[config.mk]
export PLATFORM = sky130hd
export DESIGN_NAME = zjh_jk_reg_bank
export DESIGN_NICKNAME = d
export VERILOG_FILES = /design/src/rtl/zjh_jk_reg_bank.sv
export SDC_FILE = /design/constraint.sdc
export NUM_CORES = 1
export LEC_CHECK = 0
export CAP_MARGIN = 40
export CORE_UTILIZATION = 35
export DETAILED_ROUTE_END_ITERATION = 8
export SYNTH_ARGS = -nofsm -noshare
export SYNTH_HDL_FRONTEND = slang
export SYNTH_SLANG_ARGS = --single-unit
[constraint.sdc]
create_clock -name Clk -period 2.6 [get_ports Clk]
set_input_delay 0.39 -clock Clk [delete_from_list [all_inputs] [get_ports Clk]]
set_output_delay 0.39 -clock Clk [all_outputs]
set_load 0.02 [all_outputs]
[src/rtl/zjh_jk_reg_bank.sv]
// Multi-channel JK register bank with JK/D/T/shift modes, per-channel set/clear
// overrides and a saturating change-event counter.
module zjh_jk_reg_bank #(
    parameter int               WIDTH   = 4,
    parameter logic [WIDTH-1:0] RST_VAL = '0,
    parameter int               CNT_W   = 8
) (
    input  logic             Clk,
    input  logic             Rst,
    input  logic             En,
    input  logic [1:0]       Mode,
    input  logic [WIDTH-1:0] J,
    input  logic [WIDTH-1:0] K,
    input  logic [WIDTH-1:0] Set_N,
    input  logic [WIDTH-1:0] Clr_N,
    input  logic             Ser_In,
    input  logic             Cnt_Clr,
    output logic [WIDTH-1:0] Q,
    output logic [WIDTH-1:0] Qn,
    output logic [CNT_W-1:0] Tog_Cnt,
    output logic             Tog_Flag
);

    logic [WIDTH-1:0] shifted;
    logic [WIDTH-1:0] q_next;
    logic             chg;

    // Truncating the concatenation drops the MSB and also covers WIDTH=1 (Q <= Ser_In).
    always_comb begin
        shifted = WIDTH'({Q, Ser_In});
        q_next  = Q;
        for (int i = 0; i < WIDTH; i++) begin
            if (!Clr_N[i]) begin
                q_next[i] = 1'b0;
            end else if (!Set_N[i]) begin
                q_next[i] = 1'b1;
            end else if (En) begin
                case (Mode)
                    2'b00:   q_next[i] = (J[i] & ~Q[i]) | (~K[i] & Q[i]);
                    2'b01:   q_next[i] = J[i];
                    2'b10:   q_next[i] = Q[i] ^ J[i];
                    default: q_next[i] = shifted[i];
                endcase
            end
        end
    end

    assign chg = (q_next != Q);

    always_ff @(posedge Clk or posedge Rst) begin
        if (Rst) begin
            Q        <= RST_VAL;
            Tog_Cnt  <= '0;
            Tog_Flag <= 1'b0;
        end else begin
            Q        <= q_next;
            Tog_Flag <= chg;
            if (Cnt_Clr) begin
                Tog_Cnt <= '0;
            end else if (chg && !(&Tog_Cnt)) begin
                Tog_Cnt <= Tog_Cnt + 1'b1;
            end
        end
    end

    // Single inverter off the register output, so Q and Qn are never both high.
    assign Qn = ~Q;

endmodule

==> flow_metrics.env <==
export IMPL_wl_um=3220
export IMPL_synthesis_yosys_warnings=0
export IMPL_path_buf_inv=2
export IMPL_dr_first_iter_drc_count=106
export IMPL_synth_main_ff_cell="sky130_fd_sc_hd__dfrtp_1"
export IMPL_die_w_um=59.1
export IMPL_final_hold_violation_count=0
export IMPL_timing_critical_path_slowest_cell_delay_ns=0.54
export IMPL_syn_nets=157
export IMPL_synth_avg_cell_area_um2=8.57
export IMPL_timing_worst_slew_pin_value_ns=0.495
export IMPL_cpLargestDelayFamily="simple AND/OR/NAND/NOR gates"
export IMPL_ctsLongestPathBuffers=2
export IMPL_status="finished, final reports clean"
export IMPL_initial_utilization_pct=37.0
export IMPL_grt_ovfl_total=0
export IMPL_arrival_ns=2.54
export IMPL_maximum_net_fanout_on_the_critical_path=9
export IMPL_globalRouteTotalUtil_pct=20.7
export IMPL_power_internal_mw=0.404
export IMPL_boundaryPins=40
export IMPL_first_global_vias=1208
export IMPL_place_hpwl_um=2510
export IMPL_leading_cell_type_by_number_of_instances_after_synthesis="sky130_fd_sc_hd__dfrtp_1"
export IMPL_p_per_area_nw_per_um2=361
export IMPL_maxCapViolCount=0
export IMPL_worstReg2RegStart="Q[2]$_DFF_PP0_"
export IMPL_worst_min_path_class="in2async"
export IMPL_drtAntennaViolNets=0
export IMPL_ctsResizeCount=0
export IMPL_dr_total_vias=1221
export IMPL_crit_required_ns=2.76
export IMPL_dieArea_um2=3490
export IMPL_cell_taking_the_most_area_after_synthesis="sky130_fd_sc_hd__dfrtp_1"
export IMPL_h_tree_depth=1
export IMPL_route_detailed_vias_per_inst=5.38
export IMPL_power_static_leakage_nw=0.713
export IMPL_clk_pin_slew_ns=0.08
export IMPL_cell_area_after_synthesis_um2=1140
export IMPL_clock_power_share_pct=21.4
export IMPL_worstSetupStartpoint="Clr_N[1]"
export IMPL_tritoncts="done"
export IMPL_max_freq_ghz=0.420
export IMPL_maxSlewViolCount=0
export IMPL_startpoint_type="input pin"
export IMPL_cp_slowest_cell="sky130_fd_sc_hd__or4_4"
export IMPL_antenna_found_initial=0
export IMPL_placement_io_buffers=39
export IMPL_worst_ir_drop_vdd_v=0.000244
export IMPL_period_minus_slack_ns=2.38
export IMPL_synth_edff_count=0
export IMPL_ctsHoldBuffers=0
export IMPL_power_sequential_fraction_pct=37.8
export IMPL_post_place_cells=223
export IMPL_crit_chain="clkdlybuf4s50_1 > nor3b_2 > or4_4 > nor4_4 > nand4bb_4 > buf_4 > a31oi_1 > a311oi_2"
export IMPL_nNetsFinal=208
export IMPL_fraction_of_the_yosys_area_taken_by_sequential_cells_pct=28.5
export IMPL_pin_count_of_the_biggest_net_entering_global_routing=19
export IMPL_worst_hold_slack_ns=0.426
export IMPL_clock_sink_count=13
export IMPL_area_growth_synth_to_final_pct=48.2
export IMPL_core_area_um2=3080
export IMPL_max_slew_margin_rel_pct=66.9
export IMPL_rsz_0062_raised_after_global_routing="no"
export IMPL_antenna_cells_inserted=0
export IMPL_post_synth_main_area_contributors="sky130_fd_sc_hd__dfrtp_1 29%, sky130_fd_sc_hd__a21oi_1 4.4%, sky130_fd_sc_hd__mux2i_1 4.4%, sky130_fd_sc_hd__nor2b_1 4.4%, sky130_fd_sc_hd__nand2_1 4.0%"
export IMPL_critical_path_endpoint_type="flip-flop"
export IMPL_switchingPower_mw=0.206
export IMPL_routedWlPerCell_um=14.2
export IMPL_clock_skew_ns=0.00261
export IMPL_synth_lib_cells_used_distinct=47
export IMPL_critPathKind="in2reg"
export IMPL_asyncSetResetFlopFracSynth_pct=100
export IMPL_drive_gt1_share_pct=14.8
export IMPL_ys_top_cells_by_count="13 x sky130_fd_sc_hd__dfrtp_1, 12 x sky130_fd_sc_hd__nand2_1, 10 x sky130_fd_sc_hd__a21oi_1"
export IMPL_std_cell_rows=20
export IMPL_place_congestion=0.835
export IMPL_die_height_um=59.1
export IMPL_setup_violations=0
export IMPL_route_detailed_drc=0
export IMPL_first_pass_grt_wire_length_um=5460
export IMPL_final_min_period_over_clock_period_pct=91.6
export IMPL_synth_seq_cells=13
export IMPL_cts_made_buffers=3
export IMPL_worst_skew_pair_late_latency_ns=0.28
export IMPL_detail_route_first_pass_iterations=4
export IMPL_power_share_combinational_pct=40.7
export IMPL_clk_root_buf="sky130_fd_sc_hd__clkbuf_4"
export IMPL_switching_share_pct=33.7
export IMPL_netlist_instances=133
export IMPL_synthDominantCellAreaShare_pct=28.5
export IMPL_post_cts_buffers=0
export IMPL_final_util_pct=54.9
export IMPL_non_filler_instance_count_after_layout=227
## routing by layer
metal / wire length (um) / GRT usage (%)
met3: 177 / 2.84
met1: 1460 / 29.0
met5: 0 / 0
met2: 1530 / 32.0
met4: 55 / 8.16
## registers in the layout, summed over array words and instances, names as in the netlist
name and count:
Q 4, Tog_Cnt 8, Tog_Flag 1
## power by group through the flow
stage	Combinational (mW)	Sequential, mW	Clock [mW]
4_1_cts	0.250	0.231	0.133
3_5_place_dp	0.248	0.234	0
2_1_floorplan	0.121	0.247	0
5_1_grt	0.270	0.234	0.141
3_3_place_gp	0.246	0.234	0
6_report	0.249	0.231	0.131
## layout by cell type (no fill, tap or decap), types with 2 or more instances in the layout
cell                              count
sky130_fd_sc_hd__clkdlybuf4s50_1     39
sky130_fd_sc_hd__nor2_1               3
sky130_fd_sc_hd__a21oi_1             10
sky130_fd_sc_hd__inv_1                7
sky130_fd_sc_hd__mux2_2               2
sky130_fd_sc_hd__nor2b_1              8
sky130_fd_sc_hd__buf_4               14
sky130_fd_sc_hd__mux2_1               3
sky130_fd_sc_hd__clkbuf_4             3
sky130_fd_sc_hd__dfrtp_1             13
sky130_fd_sc_hd__and3_1               4
sky130_fd_sc_hd__o21ai_0              5
sky130_fd_sc_hd__nor3b_1              2
sky130_fd_sc_hd__o211ai_1             2
sky130_fd_sc_hd__nand4_1              2
sky130_fd_sc_hd__o211a_1              2
sky130_fd_sc_hd__mux2i_1              5
sky130_fd_sc_hd__nand3_1              8
sky130_fd_sc_hd__o22ai_1              2
sky130_fd_sc_hd__nor3_1               6
sky130_fd_sc_hd__a21boi_1             2
sky130_fd_sc_hd__nand2_1             12
sky130_fd_sc_hd__a211oi_1             4
## logic make-up (layout without fill, tap and decap cells)
family / after synthesis / after routing / synth area share (%)
AND/OR/NAND/NOR: 54 / 54 / 29.9
AO/OA/AOI/OAI: 40 / 40 / 24.7
buffers and inverters: 15 / 65 / 6.48
flip-flops: 13 / 13 / 28.5
multiplexers: 10 / 10 / 9.33
adder cells (fa/ha/maj): 1 / 1 / 1.10
## through the flow
step | total power, mW | area, um^2 | setup WS (ns) | setup TNS [ns]
2_1_floorplan | 0.368 | 1140 | 0.391 | 0
3_3_place_gp | 0.480 | 1660 | -0.0276 | -0.0862
3_5_place_dp | 0.482 | 1660 | -0.0842 | -0.346
4_1_cts | 0.614 | 1690 | 0.210 | 0
5_1_grt | 0.644 | 1690 | 0.0748 | 0
6_report | 0.610 | 1690 | 0.218 | 0
## layout make-up
class / instances / area (um^2)
well taps: 44 / 55.1
inverters: 7 / 26.3
multi-input cells: 105 / 741
fillers: 321 / 1390
clock buffers: 4 / 26.3
repair buffers: 54 / 515
flip-flops and latches: 13 / 325
## final timing paths
check / end / slack [ns] / depth (start not counted)
min in group Clk: Tog_Cnt[5]$_DFFE_PP0P_ / 0.57 / 2
min reg2reg: Tog_Cnt[5]$_DFFE_PP0P_ / 0.57 / 2
max in group asynchronous: Q[2]$_DFF_PP0_ / 1.84 / 2
max reg2reg: Tog_Cnt[7]$_DFFE_PP0P_ / 0.34 / 7
min: Q[3]$_DFF_PP0_ / 0.43 / 2
max: Tog_Cnt[7]$_DFFE_PP0P_ / 0.22 / 8
## worst reg2reg max path, cell delays in order, from the launching register on
cell,delay [ns]
sky130_fd_sc_hd__dfrtp_1,0.48
sky130_fd_sc_hd__nor3_1,0.10
sky130_fd_sc_hd__or4_4,0.53
sky130_fd_sc_hd__nor4_4,0.34
sky130_fd_sc_hd__nand4bb_4,0.20
sky130_fd_sc_hd__buf_4,0.21
sky130_fd_sc_hd__a31oi_1,0.20
sky130_fd_sc_hd__a311oi_2,0.07
Power figures use the tool's default switching activity.
